### config.mk
export PLATFORM = sky130hd
export DESIGN_NAME = uart_boot_ctrl
export DESIGN_NICKNAME = d
export VERILOG_FILES = /design/src/rtl/uart_boot_ctrl.sv
export SDC_FILE = /design/constraint.sdc
export NUM_CORES = 1
export LEC_CHECK = 0
export CAP_MARGIN = 20
export CORE_AREA = 2 2 116 118
export DETAILED_ROUTE_END_ITERATION = 8
export DIE_AREA = 0 0 118 120
export GPL_ROUTABILITY_DRIVEN = 0
export PLACE_DENSITY = 0.84
export SLEW_MARGIN = 20
export SYNTH_ARGS = -nofsm -noshare
export SYNTH_HDL_FRONTEND = slang
export SYNTH_SLANG_ARGS = --single-unit
### constraint.sdc
create_clock -name clk -period 3.6 [get_ports clk]
set_input_delay 0.72 -clock clk [delete_from_list [all_inputs] [get_ports clk]]
set_output_delay 0.72 -clock clk [all_outputs]
set_load 0.05 [all_outputs]
### src/rtl/uart_boot_ctrl.sv
// UART host command sequencer: parses W/R/G byte packets, drives a word memory port,
// returns ACK/NAK/read data bytes and holds the CPU in reset until a GO command.
module uart_boot_ctrl #(
  parameter int TIMEOUT_CYCLES = 2800
) (
  input  logic        clk,
  input  logic        rst,
  input  logic [7:0]  rx_data,
  input  logic        rx_valid,
  output logic [7:0]  tx_data,
  output logic        tx_en,
  input  logic        tx_done,
  output logic        mem_req,
  output logic        mem_we,
  output logic [31:0] mem_addr,
  output logic [31:0] mem_wdata,
  input  logic [31:0] mem_rdata,
  input  logic        mem_ack,
  output logic        cpu_hold,
  output logic [31:0] boot_pc,
  output logic        busy,
  output logic        err_overrun
);

  localparam logic [7:0] OP_W    = 8'h57;
  localparam logic [7:0] OP_R    = 8'h52;
  localparam logic [7:0] OP_G    = 8'h47;
  localparam logic [7:0] RSP_ACK = 8'h06;
  localparam logic [7:0] RSP_NAK = 8'h15;
  localparam int         TW      = (TIMEOUT_CYCLES > 2) ? $clog2(TIMEOUT_CYCLES) : 1;
  localparam logic [TW-1:0] TO_LAST = TW'(TIMEOUT_CYCLES - 1);

  typedef enum logic [2:0] {S_IDLE, S_ADDR, S_DATA, S_MEM, S_TX} state_t;

  state_t        state, state_nx;
  logic [7:0]    op;
  logic [1:0]    byte_cnt;
  logic [TW-1:0] to_cnt;
  logic [31:0]   rsp_sh;
  logic [2:0]    rsp_left;

  logic [31:0]   addr_nx, wdata_nx, rsp_word;
  logic [2:0]    rsp_len;
  logic          last_byte, to_hit, ovr_ev, rsp_ld, go_fire, mem_start;

  // state register
  always_ff @(posedge clk) begin
    if (rst) state <= S_IDLE;
    else     state <= state_nx;
  end

  // next-state and response selection
  always_comb begin
    state_nx = state;
    rsp_ld   = 1'b0;
    rsp_word = 32'h0;
    rsp_len  = 3'd1;
    go_fire  = 1'b0;
    case (state)
      S_IDLE: if (rx_valid) begin
        if (rx_data == OP_W || rx_data == OP_R || rx_data == OP_G) begin
          state_nx = S_ADDR;
        end else begin
          state_nx = S_TX; rsp_ld = 1'b1; rsp_word = {24'h0, RSP_NAK};
        end
      end
      S_ADDR: if (last_byte) begin
        if (op != OP_G && addr_nx[1:0] != 2'b00) begin
          state_nx = S_TX; rsp_ld = 1'b1; rsp_word = {24'h0, RSP_NAK};
        end else if (op == OP_G) begin
          state_nx = S_TX; rsp_ld = 1'b1;
          rsp_word = {24'h0, cpu_hold ? RSP_ACK : RSP_NAK};
          go_fire  = cpu_hold;
        end else begin
          state_nx = (op == OP_W) ? S_DATA : S_MEM;
        end
      end else if (to_hit) begin
        state_nx = S_TX; rsp_ld = 1'b1; rsp_word = {24'h0, RSP_NAK};
      end
      S_DATA: if (last_byte) begin
        state_nx = S_MEM;
      end else if (to_hit) begin
        state_nx = S_TX; rsp_ld = 1'b1; rsp_word = {24'h0, RSP_NAK};
      end
      S_MEM: if (mem_ack) begin
        state_nx = S_TX; rsp_ld = 1'b1;
        if (op == OP_R) begin
          rsp_word = mem_rdata; rsp_len = 3'd4;
        end else begin
          rsp_word = {24'h0, RSP_ACK};
        end
      end
      S_TX: if (tx_en && tx_done && rsp_left == 3'd1) state_nx = S_IDLE;
      default: state_nx = S_IDLE;
    endcase
  end

  // decoded controls and combinational outputs
  always_comb begin
    busy      = (state != S_IDLE);
    addr_nx   = {rx_data, mem_addr[31:8]};
    wdata_nx  = {rx_data, mem_wdata[31:8]};
    last_byte = rx_valid && (byte_cnt == 2'd3);
    to_hit    = !rx_valid && (to_cnt == TO_LAST);
    ovr_ev    = rx_valid && (state == S_MEM || state == S_TX);
    mem_start = (state_nx == S_MEM) && (state != S_MEM);
  end

  always_ff @(posedge clk) begin
    if (rst) begin
      op          <= 8'h0;
      byte_cnt    <= 2'd0;
      to_cnt      <= '0;
      rsp_sh      <= 32'h0;
      rsp_left    <= 3'd0;
      tx_data     <= 8'h0;
      tx_en       <= 1'b0;
      mem_req     <= 1'b0;
      mem_we      <= 1'b0;
      mem_addr    <= 32'h0;
      mem_wdata   <= 32'h0;
      cpu_hold    <= 1'b1;
      boot_pc     <= 32'h0;
      err_overrun <= 1'b0;
    end else begin
      if (ovr_ev) err_overrun <= 1'b1;
      case (state)
        S_IDLE: if (rx_valid) begin
          op       <= rx_data;
          byte_cnt <= 2'd0;
          to_cnt   <= '0;
        end
        S_ADDR, S_DATA: begin
          if (rx_valid) begin
            byte_cnt <= byte_cnt + 2'd1;
            to_cnt   <= '0;
            if (state == S_ADDR) mem_addr  <= addr_nx;
            else                 mem_wdata <= wdata_nx;
          end else begin
            to_cnt <= to_cnt + TW'(1);
          end
        end
        S_MEM: if (mem_ack) mem_req <= 1'b0;
        S_TX: begin
          // each byte is a full tx_en/tx_done handshake; the gap cycle loads the next byte
          if (tx_en && tx_done) begin
            tx_en    <= 1'b0;
            rsp_sh   <= rsp_sh >> 8;
            rsp_left <= rsp_left - 3'd1;
          end else if (!tx_en && rsp_left != 3'd0) begin
            tx_en   <= 1'b1;
            tx_data <= rsp_sh[7:0];
          end
        end
        default: ;
      endcase
      if (mem_start) begin
        mem_req <= 1'b1;
        mem_we  <= (op == OP_W);
      end
      if (rsp_ld) begin
        rsp_sh   <= rsp_word;
        rsp_left <= rsp_len;
        tx_en    <= 1'b1;
        tx_data  <= rsp_word[7:0];
      end
      if (go_fire) begin
        boot_pc  <= addr_nx;
        cpu_hold <= 1'b0;
      end
    end
  end

endmodule

======== Word-level counts from Yosys, hierarchy flattened ========
Index checks and enable logic that the tools add are counted.
storage, ports and cells
  flip-flop bits (word level) ............. 169
cells by class
  add/subtract/negate cells ............... 3
  equality and inequality tests ........... 19
  multiplexer cells ....................... 61
  bitwise logic cells ..................... 1
  reduce and logical (&&, ||, !) cells .... 34
operators by type and width
  cell                   number
  $mux 32                7
  $pmux 32 s4            1
  $eq 8x7->1 const B     6
  $mux 3                 15
  $mux 8                 4
  $mux 5                 6
  $mux 12                2
  $pmux 12 s2            1
  $mux 1                 20
  $pmux 3 s5             1
  $reduce_bool 2->1      7
  $add 12x1->12 const B  1
  $eq 12x12->1 const B   1
  $reduce_and 3->1       4
  $reduce_and 2->1       5
  $eq 3x2->1 const B     3
  $reduce_bool 3->1      3
  $logic_and 1x1->1      8
  $ne 8x7->1 const B     1
  $eq 3x1->1 const B     2
  $ne 2x2->1 const B     3
  $mux 2                 2
  $pmux 1 s4             1
  $pmux 2 s2             1
  other kinds (10)       13

======== Longest topological paths before layout ========
  depth in word-level cells ............... 10
  depth in mapped cells ................... 9
  depth with buffers taken out ............ 7

======== Worst setup path after synthesis ========
OpenSTA, ideal clock, no wires.
  path kind ............................... input port to flip-flop
  start point ............................. input rx_data[3]
  end point ............................... register tx_data[4]
  setup time .............................. 0.086 ns
  arrival time ............................ 2.262 ns
  setup slack ............................. 1.251 ns
  stages on the path ...................... 7
  path through ............................ nor4b_2 o211ai_1 a221o_1 buf_6 buf_6 a211o_1 a221oi_2
on the way
  word-level cells in the longest chain between the ends .. 8
  elaborated cells on any way between the ends .. 16
  those cells by class .................... 4 x eq/ne; 7 x mux; 5 x reduce/logical
ends and longest elaborated chain
  item                                                              RTL line  source
  start, declared                                                   8         input logic [7:0] rx_data,
  $eq 8x7->1                                                        61        if (rx_data == OP_W || rx_data == OP_R || rx_data == OP_G) begin
  $logic_or 1x1->1                                                  61
  $logic_or 1x1->1 *                                                61
  $mux 1                                                            61
  $mux 1                                                            60        S_IDLE: if (rx_valid) begin
  $pmux 1 s4                                                        59        case (state)
  $ne 2x2->1 (no line) / $reduce_bool 2->1 (equally long branches)  -
  $reduce_and 3->1 (no line)                                        -
  end signal, assigned                                              152       tx_data <= rsp_sh[7:0];
  end signal, assigned                                              165       tx_data <= rsp_word[7:0];
  end, declared                                                     10        output logic [7:0] tx_data,
Every way passes the cells marked *; elsewhere a longest branch is shown, timed or not.
A chain may end at the register's enable or synchronous reset.

======== Final worst setup path ========
  start point ............................. input rx_data[6]
  end point ............................... register tx_data[5]
on the way
  word-level cells in the longest chain between the ends .. 8
  elaborated cells on any way between the ends .. 13
  those cells by class .................... 4 x eq/ne; 4 x mux; 5 x reduce/logical
ends and longest elaborated chain
  item                                                              RTL line
  $eq 8x7->1                                                        61
  $logic_or 1x1->1                                                  61
  $logic_or 1x1->1 *                                                61
  $mux 1 *                                                          61
  $mux 1 *                                                          60
  $pmux 1 s4 *                                                      59
  $ne 2x2->1 (no line) / $reduce_bool 2->1 (equally long branches)  -
  $reduce_and 3->1 (no line)                                        -
Marks and branches as above.

==> results.json <==
{
  "cts_tree": "built",
  "worstSetupPathType": "in2reg",
  "synth_compound_area_share_pct": 20.17,
  "wl_per_cell_um": 15.57,
  "cts_buffers": 17,
  "clkSlewWorstSetupHoldPaths_ps": 60,
  "drcViolationCount": 0,
  "seqCellArea_sq_um": 3383,
  "dpl_cell_area_sq_um": 8507,
  "finalPower_mw": 4.043,
  "worst_pin_slew_ps": 762.7,
  "synth-simple-area-share_pct": 23.40,
  "clock_tree.buffer_depth": 2,
  "drt-initial-drc-count": 651,
  "fin_crit_ps": 2812,
  "synth-xor-area-share_pct": 1.279,
  "cts_max_level": 4,
  "grt_overflow": 0,
  "finish.instance_area_sq_um": 9081,
  "p_per_area_nw_per_um2": 445.3,
  "fillers": 1070,
  "synth_seq_area_share_pct": 49.40,
  "status": "finished clean",
  "wirelength_um": 18070,
  "clock_latency_ps": 420,
  "grt_pass1_wl_um": 29030,
  "die_area_sq_um": 14160,
  "syn_to_final_growth_pct": 32.59,
  "drt_first_pass_iters": 5,
  "drv_slew": 0,
  "ant_nets": 0,
  "rsz0062_at_grt": "no",
  "max_freq_mhz": 355.6,
  "ir_worst_vdd_v": 0.0002790,
  "fin_tns_setup_ps": 0,
  "yosys_warnings": 0,
  "dpl.hpwl_um": 12120,
  "fin_nets": 1023,
  "synth_top_family_by_area": "simple AND/OR/NAND/NOR gates",
  "placementRows": 42,
  "path_max_fanout": 15,
  "maxCapViolations": 0,
  "ys_ff_latch": 169,
  "post-cts-setup-buffers": 0,
  "holdBufCountCts": 0,
  "vias_per_cell": 5.475,
  "final_hold_viol_count": 0,
  "synthTopCellsByArea": "dfxtp_1 49%, nand2_1 14%, a21oi_1 8.4%, nor2_1 3.2%, clkbuf_1 2.6%",
  "cts_resized": 0,
  "synth-edff-count": 0,
  "yosysTopAreaCellShare_pct": 49.40,
  "layout-drive-gt1-share_pct": 7.208,
  "end_kind": "flop",
  "syn_area_per_cell_sq_um": 8.134,
  "coreArea_sq_um": 12980,
  "cp_data_arrival_time_ps": 3150,
  "grt_max_degree": 76,
  "final-setup-viol-count": 0,
  "final_cell_mix": "257 x nand2_1, 169 x dfxtp_1, 153 x clkdlybuf4s50_1, 115 x a21oi_1, 57 x nor2_1",
  "cts_root_buf": "clkbuf_16",
  "synth_top_cell_by_area": "dfxtp_1",
  "grt_pass1_vias": 5759,
  "period_share_pct": 78.11,
  "netlist-cell-type-count": 64,
  "cts.sinks": 169,
  "die_x_um": 118,
  "synthCells": 842,
  "synth-adder-area-share_pct": 0.9134,
  "syn_area_sq_um": 6849,
  "antenna_cells": 0,
  "antenna_found_initial": 0,
  "syn-num-nets": 892,
  "num_vias": 6356,
  "rrSetupSlack_ps": 980,
  "num_io_pins": 155,
  "synthFlopType": "dfxtp_1",
  "grtUsageTotal_pct": 25.23,
  "start_kind": "input pin",
  "synthMuxAreaShare_pct": 0.1644,
  "initial_core_util_pct": 52.77,
  "synth-async-reset-ratio_pct": 0,
  "p_leak_nw": 3.250,
  "io_buffer_count": 154,
  "hp-class": "reg2reg",
  "slew_headroom_pct": 49.15,
  "die_h_um": 120,
  "multi_input_area_sq_um": 3166,
  "final_common_cell": "nand2_1",
  "crit_required_ps": 3940,
  "fin_skew_ps": 6.131
}
[report_power, final]
part / switching, mW / internal [mW]
logic: 0.186 / 0.137
registers: 0.0286 / 1.91
clock network: 0.759 / 1.02
[path summary, 6_finish.rpt]
kind | end | depth (start not counted) | start
hold / removal | boot_pc[17] | 2 | boot_pc[17]
setup reg to reg | tx_data[3] | 7 | to_cnt[0]
setup / recovery | tx_data[5] | 7 | rx_data[6]
hold reg to reg | boot_pc[17] | 2 | boot_pc[17]
[flip-flops by register name (all words and copies together), names as in the netlist, 2 cells and up]
signal,flops
rsp_sh,32
rsp_left,3
mem_addr,32
tx_data,8
op,8
byte_cnt,2
to_cnt,12
boot_pc,32
mem_wdata,32
state,3
[synthesized netlist by cell type (3+ instances only)]
master     count
a211o_1        8
a211oi_1       9
a21oi_1      115
a221oi_1       6
a221oi_2       4
a31oi_1        3
a32oi_1        8
and2_1         5
buf_2         10
buf_6          3
clkbuf_1      47
dfxtp_1      169
ha_1           5
inv_1         14
nand2_1      257
nand3_1        7
nand4_1        4
nand4bb_1      3
nor2_1        58
nor2b_1        3
nor3_1         8
nor3b_1        4
o211a_1       14
o31a_1         6
o31ai_1       16
or3_1          4
xor2_1         9
[kinds of logic after synthesis]
| logic type | after synthesis |
|---|---|
| multiplexers | 1 |
| AND/OR/NAND/NOR | 374 |
| flip-flops | 169 |
| adder cells (fa/ha/maj) | 5 |
| XOR/XNOR | 10 |
| buffers and inverters | 76 |
| AO/OA/AOI/OAI | 207 |
[cell type report]
type                    instances  share of cell area [%]
repair buffers                173                   18.52
inverters                      15                  0.6200
clock buffers                  17                   4.684
clock inverters                14                   1.640
multi-input cells             597                   34.86
well taps                     176                   2.425
flip-flops and latches        169                   37.26
[critical path, cell delays in order]
cell	delay [ps]
clkdlybuf4s50_1	560
nor4b_2	220
o211ai_1	250
a221o_1	570
buf_4	260
a211o_1	290
a221oi_2	260
[layer usage]
layer / global-route usage, % / routed length (um)
met5: 0 / 0
met4: 8.358 / 221
met3: 6.179 / 946
met2: 39.93 / 8603
met1: 33.94 / 8300
[stage by stage]
step / hold WS [ps] / std cells / util (%) / setup slack, ps
6_report: 451.9 / 1161 / 69.96 / 788.0
2_1_floorplan: 428.4 / 842 / - / 1251
3_3_place_gp: 440.2 / 1130 / 65.54 / 461.8
3_5_place_dp: 445.7 / 1130 / 65.54 / 399.7
5_1_grt: 467.1 / 1161 / 69.96 / 706.6
4_1_cts: 454.4 / 1161 / 69.96 / 805.7
(Power assumes the default switching activity.)
